===== config.mk =====
export PLATFORM = sky130hd
export DESIGN_NAME = simd_seg_addsub
export DESIGN_NICKNAME = d
export VERILOG_FILES = /design/src/rtl/simd_seg_addsub.sv
export SDC_FILE = /design/constraint.sdc
export NUM_CORES = 2
export LEC_CHECK = 0
export ABC_AREA = 1
export BUFFER_PORTS_ARGS = -buffer_cell sky130_fd_sc_hd__buf_4
export CORE_MARGIN = 2
export CORE_UTILIZATION = 34
export DETAILED_ROUTE_END_ITERATION = 12
export HOLD_SLACK_MARGIN = 0.06
export PLACE_DENSITY = 0.55
export SLEW_MARGIN = 20
export SYNTH_ARGS = -nofsm -noshare
export SYNTH_HDL_FRONTEND = slang
export SYNTH_SLANG_ARGS = --single-unit

===== constraint.sdc =====
create_clock -name clk -period 5.15 [get_ports clk]
set_input_delay 0.2575 -clock clk [delete_from_list [all_inputs] [get_ports clk]]
set_output_delay 0.2575 -clock clk [all_outputs]
set_load 0.005 [all_outputs]

===== src/rtl/simd_seg_addsub.sv =====
// rtl/simd_seg_addsub.sv - pipelined SIMD lane-segmented adder/subtractor
//
// Purpose:
//   Splits an LEN-bit vector into 32-bit limbs and adds or subtracts A and B
//   on independent lanes of 32/64/128/... bits. The carry chain is cut at lane
//   boundaries. LIMBS_PER_STAGE limbs are resolved per pipeline stage, so the
//   latency is NS = (LEN/32)/LIMBS_PER_STAGE cycles.
//
// Optional feature macro: SIMD_SEG_CARRY_OUT_EN
//   When defined, adds carry_o[NL-1:0] with the carry-out of each lane-top limb.
//   For subtraction this is the no-borrow flag.
//
// Ports:
//   clk        clock
//   rst        synchronous active-high reset
//   in_valid   input beat valid
//   in_ready   block accepts a beat this cycle
//   a_i, b_i   operands, LEN bits
//   width_i    thermometer lane code (bit0=64, bit1=128, ...; 0 = 32-bit lanes)
//   sub_i      0: A+B, 1: A-B
//   out_valid  result valid
//   out_ready  downstream accepts the result
//   res_o      per-lane result, modulo 2^lane_width
//   carry_o    lane-top carry flags (only with SIMD_SEG_CARRY_OUT_EN)
module simd_seg_addsub #(
  parameter int LEN = 256,
  parameter int LIMBS_PER_STAGE = 2,
  localparam int NL = LEN / 32,
  localparam int NS = NL / LIMBS_PER_STAGE,
  localparam int WW = $clog2(NL)
) (
  input  logic            clk,
  input  logic            rst,
  input  logic            in_valid,
  output logic            in_ready,
  input  logic [LEN-1:0]  a_i,
  input  logic [LEN-1:0]  b_i,
  input  logic [WW-1:0]   width_i,
  input  logic            sub_i,
  output logic            out_valid,
  input  logic            out_ready,
`ifdef SIMD_SEG_CARRY_OUT_EN
  output logic [NL-1:0]   carry_o,
`endif
  output logic [LEN-1:0]  res_o
);

  // Limb idx starts a lane when its low k index bits are zero, where k is the
  // run of ones in w from bit0. Calling with idx+1 tells whether idx is the
  // top limb of its lane (idx+1 == NL has all low bits zero, so it qualifies).
  function automatic logic lane_start(input logic [WW-1:0] w, input int idx);
    logic run;
    logic st;
    run = 1'b1;
    st  = 1'b1;
    for (int j = 0; j < WW; j++) begin
      run = run & w[j];
      if (run && (((idx >> j) & 1) == 1)) st = 1'b0;
    end
    return st;
  endfunction

  // Stage register s holds the beat after stage s has resolved its limbs.
  logic [NS-1:0]               v_q, sub_q, c_q;
  logic [NS-1:0][WW-1:0]       w_q;
  logic [NS-1:0][LEN-1:0]      a_q, b_q, r_q;
  logic [NS-1:0][NL-1:0]       co_q;

  // Inputs seen by each stage: the ports for stage 0, the previous register otherwise.
  logic [NS-1:0]               v_src, sub_src, cin_src;
  logic [NS-1:0][WW-1:0]       w_src;
  logic [NS-1:0][LEN-1:0]      a_src, b_src, r_src;
  logic [NS-1:0][NL-1:0]       co_src;

  // Per-stage combinational results.
  logic [NS-1:0][LEN-1:0]      r_n;
  logic [NS-1:0][NL-1:0]       co_n;
  logic [NS-1:0]               c_n;

  logic advance;

  // The whole pipeline moves as one; a stalled output freezes every stage.
  assign advance  = !v_q[NS-1] | out_ready;
  assign in_ready = advance;

  always_comb begin
    v_src   = '0;
    sub_src = '0;
    cin_src = '0;
    w_src   = '0;
    a_src   = '0;
    b_src   = '0;
    r_src   = '0;
    co_src  = '0;
    v_src[0]   = in_valid;
    sub_src[0] = sub_i;
    w_src[0]   = width_i;
    a_src[0]   = a_i;
    b_src[0]   = b_i;
    for (int s = 1; s < NS; s++) begin
      v_src[s]   = v_q[s-1];
      sub_src[s] = sub_q[s-1];
      cin_src[s] = c_q[s-1];
      w_src[s]   = w_q[s-1];
      a_src[s]   = a_q[s-1];
      b_src[s]   = b_q[s-1];
      r_src[s]   = r_q[s-1];
      co_src[s]  = co_q[s-1];
    end
  end

  for (genvar s = 0; s < NS; s++) begin : g_stage
    logic [LEN-1:0] r_v;
    logic [NL-1:0]  co_v;
    logic           c_v;
    logic [32:0]    sum;
    logic [31:0]    bb;
    int             idx;

    always_comb begin
      r_v  = r_src[s];
      co_v = co_src[s];
      c_v  = cin_src[s];
      sum  = '0;
      bb   = '0;
      idx  = 0;
      for (int l = 0; l < LIMBS_PER_STAGE; l++) begin
        idx = s * LIMBS_PER_STAGE + l;
        // Lane start injects the +1 of two's-complement negation (or 0 for add).
        if (lane_start(w_src[s], idx)) c_v = sub_src[s];
        bb  = sub_src[s] ? ~b_src[s][idx*32 +: 32] : b_src[s][idx*32 +: 32];
        sum = {1'b0, a_src[s][idx*32 +: 32]} + {1'b0, bb} + {32'd0, c_v};
        r_v[idx*32 +: 32] = sum[31:0];
        c_v = sum[32];
        co_v[idx] = lane_start(w_src[s], idx + 1) ? c_v : 1'b0;
      end
    end

    assign r_n[s]  = r_v;
    assign co_n[s] = co_v;
    assign c_n[s]  = c_v;
  end

  always_ff @(posedge clk) begin
    if (rst) begin
      v_q   <= '0;
      sub_q <= '0;
      c_q   <= '0;
      w_q   <= '0;
      a_q   <= '0;
      b_q   <= '0;
      r_q   <= '0;
      co_q  <= '0;
    end else if (advance) begin
      v_q   <= v_src;
      sub_q <= sub_src;
      c_q   <= c_n;
      w_q   <= w_src;
      a_q   <= a_src;
      b_q   <= b_src;
      r_q   <= r_n;
      co_q  <= co_n;
    end
  end

  assign out_valid = v_q[NS-1];
  assign res_o     = r_q[NS-1];

  // Operands and mode of the last stage are fully consumed; only results exit.
  logic unused_tail;
`ifdef SIMD_SEG_CARRY_OUT_EN
  assign carry_o     = co_q[NS-1];
  assign unused_tail = ^{a_q[NS-1], b_q[NS-1], w_q[NS-1], sub_q[NS-1], c_q[NS-1]};
`else
  assign unused_tail = ^{a_q[NS-1], b_q[NS-1], w_q[NS-1], sub_q[NS-1], c_q[NS-1], co_q[NS-1]};
`endif

endmodule


==> qor.txt <==
Critical path origin: sub_q[2]$_SDFFE_PP0P_
IO Count: 778
Max clock buf depth: 3
DP Area: 76,350 sq um
total gr overflow: 0
ys flop type: dfxtp_1
Crit. End Element: register
peak supply drop: 327.3 uV
routed vias: 64.76k
Slew HR: 0.1392
chip width: 453.3 um
hold endpoint: g_stage[1].r_v[18]$_SDFFE_PP0P_
core area: 200,300 sq um
met3 usage: 0.02685
first-pass detailed-route iteration total: 6
global-route wire length before repair: 366.6 mm
drt total wl: 242.0 mm
Cells after Synth: 9,970
vias per inst: 4.717
pin count of the biggest net entering global routing: 229
total CTS buffers: 162
DRC Markers: 0
synth warn: 0
EDFF count, synth: 0
r2r setup slk: 0.46 ns
sequential-to-total area share from yosys stat: 0.4160
worst slew pin tran: 1.291 ns
CTS tree: built
DR iter-0 viols: 4,285
most numerous cell on the critical path: nand2_1
grt met1 use: 0.3067
wire per inst: 17.63 um
r2r startpoint: sub_q[2]$_SDFFE_PP0P_
GR peak layer: met2
Cell Area, Synth: 68,630 sq um
RSZ-0062 raised after global routing: false
ys async rst share: 0
antenna violations before repair: 31
IO Port Bufs: 777
Clock Skews: 0.04503 ns
Final period util: 0.9113
Pleak: 46.37 nW
GPL Wtd Cong: 0.9209
final-report hold violation count: 0
Hold Crit Class: primary input to register
startpoint types: register
Starting Density: 0.3427
Syn Area/Cell: 6.883 sq um
WS Path Type: register to register
hpwl dp: 181.1 mm
die height: 453.3 um
hold path cells: 6
pwr dens: 340.6 nW/um^2
Tmin final: 4.693 ns
Yosys cell types: 33
Root Driver: clkbuf_16
Max stage delay on crit path: 0.45 ns
Net count, final: 11.71k
H-tree depth: 4
Synth Register Bits: 1,426
met2 Usage GRT: 0.3637
Routed Antenna Nets: 0
cell row count: 164
overall routing resource usage: 0.2283
critical path arrival: 5.42 ns
R2R Path End: res_o[254]$_SDFFE_PP0P_
result of the run: finished clean
clk sinks: 1,426
Hold Crit Start: b_i[18]
postcts setup bufs: 0
CP required: 5.88 ns
fillcell total: 20.90k
R2R cell count: 29
Final setup violation count: 0
Setup TNS: 0 ns
Area Growth Syn to Fin: 26.07%
share of cells above drive strength 1: 0.09974
Worst Path Max Fanout: 4
die footprint: 205,500 sq um
Crit-path slowest cell: fa_1
Max Freq: 213.1 MHz
post-route cell area: 86,520 sq um
clock-pin transition on the worst setup and hold timing paths: 0.07 ns
max-slew violations: 0
vias in the first global route: 62.15k
Max-Cap Viols: 0
Syn Nets: 10.75k
Clock Latency Late Sink: 0.84 ns
sequential cells by signal, summed over array words and instances, names as in the netlist:
register / flops
b_q: 384
c_q: 3
sub_q: 3
w_q: 8
a_q: 384
res_o: 256
g_stage.r_v: 384
v_q: 4
routing by layer:
metal / part of all wire / vias to the layer above
li1: - / 33430
met1: 0.47 / 29660
met2: 0.45 / 1286
met3: 0.036 / 386
met4: 0.051 / 0
met5: 0 / -
through the flow:
| step | setup WS, ns | cells | power [W] | utilization | hold WS [ns] |
|---|---|---|---|---|---|
| after floorplan | 0.6679 | 9970 | 0.01535 | - | 0.3266 |
| after detailed placement | 0.3727 | 12960 | 0.01740 | 0.3812 | 0.4430 |
| after CTS | 0.3439 | 13720 | 0.02984 | 0.4318 | 0.07109 |
| final | 0.4569 | 13730 | 0.02947 | 0.4320 | 0.1266 |
| after global placement | 0.3354 | 12960 | 0.01737 | 0.3812 | 0.4440 |
| after global routing | 0.03634 | 13730 | 0.03093 | 0.4320 | 0.1381 |
timing repair:
item	in CTS	in global routing
endpoints found under the hold margin	486	0
hold buffers	456	0
gates resized for setup	0	1
endpoints found under the setup margin	0	4
synth_stat cells, types with 8 or more instances:
cell         n  area (sq um)
a21oi_1    328          1642
buf_2      178         890.9
buf_4       11         82.58
clkbuf_1   314          1179
dfxtp_1   1426         28550
fa_1        15         300.3
ha_1       247          3090
inv_1     1022          3836
nand2_1   1341          5034
nand3_1    290          1451
nand4_1     10         62.56
nor2_1    2619          9831
nor3_1      46         230.2
nor4_1       8         50.05
o21ai_0   1571          7863
o21bai_1   135          1013
xnor2_1     27         236.5
xor2_1     342          2995
cells by family after synthesis:
kind of cell	after synthesis	share of synthesized area
adder cells (fa/ha/maj)	262	0.04941
flip-flops	1426	0.4160
buffers and inverters	1527	0.08747
XOR/XNOR	369	0.04709
multiplexers	1	0.0001459
AND/OR/NAND/NOR	4327	0.2440
AO/OA/AOI/OAI	2058	0.1559
report_power, final:
part           switching (W)  total (W)  internal (W)
logic                0.00299    0.00495       0.00195
clock network        0.00499     0.0120       0.00701
registers           0.000558     0.0125        0.0120
worst max path at each step:
stage                              end  depth (start not counted)
6_report       res_o[254]$_SDFFE_PP0P_                         29
5_1_grt        res_o[254]$_SDFFE_PP0P_                         29
4_1_cts        res_o[254]$_SDFFE_PP0P_                         29
3_5_place_dp   res_o[254]$_SDFFE_PP0P_                         29
3_3_place_gp   res_o[254]$_SDFFE_PP0P_                         29
2_1_floorplan  res_o[244]$_SDFFE_PP0P_                         30
worst max-delay path, delay by kind of cell, from the launching register on:
family	cells	cell delay [ns]
compound gates	4	0.56
flops	1	0.37
simple gates	17	1.65
fa+ha+maj	4	1.76
buf+inv	4	0.25
cells in the final DEF (no fill, tap or decap), drive strengths merged:
master / n
clkinv: 25
or2: 5
nand4: 10
dlygate4sd3: 456
or3: 1
a21oi: 328
o221ai: 1
a31oi: 7
nand3: 290
o211ai: 7
o2111ai: 4
buf: 840
dfxtp: 1426
xor2: 342
a21o: 2
fa: 15
nor2: 2620
o21bai: 135
nand3b: 2
ha: 247
inv: 1032
mux2i: 1
clkbuf: 245
nand2: 1341
xnor2: 27
diode: 14
nor4: 8
nor3: 46
and2: 4
o21ai: 1573
bufinv: 12
a211oi: 1
clkinvlp: 6
cell type report:
| type | count | area (sq um) | share of cell area |
|---|---|---|---|
| inverters | 1023 | 3855 | 0.04456 |
| repair buffers | 1296 | 11100 | 0.1282 |
| multi-input cells | 7017 | 34080 | 0.3939 |
| clock buffers | 245 | 4716 | 0.05451 |
| diodes | 14 | 35.03 | 0.0004049 |
| well taps | 2656 | 3323 | 0.03841 |
| clock inverters | 52 | 853.3 | 0.009863 |
| flip-flops and latches | 1426 | 28560 | 0.3301 |
Power figures use the tool's default switching activity.
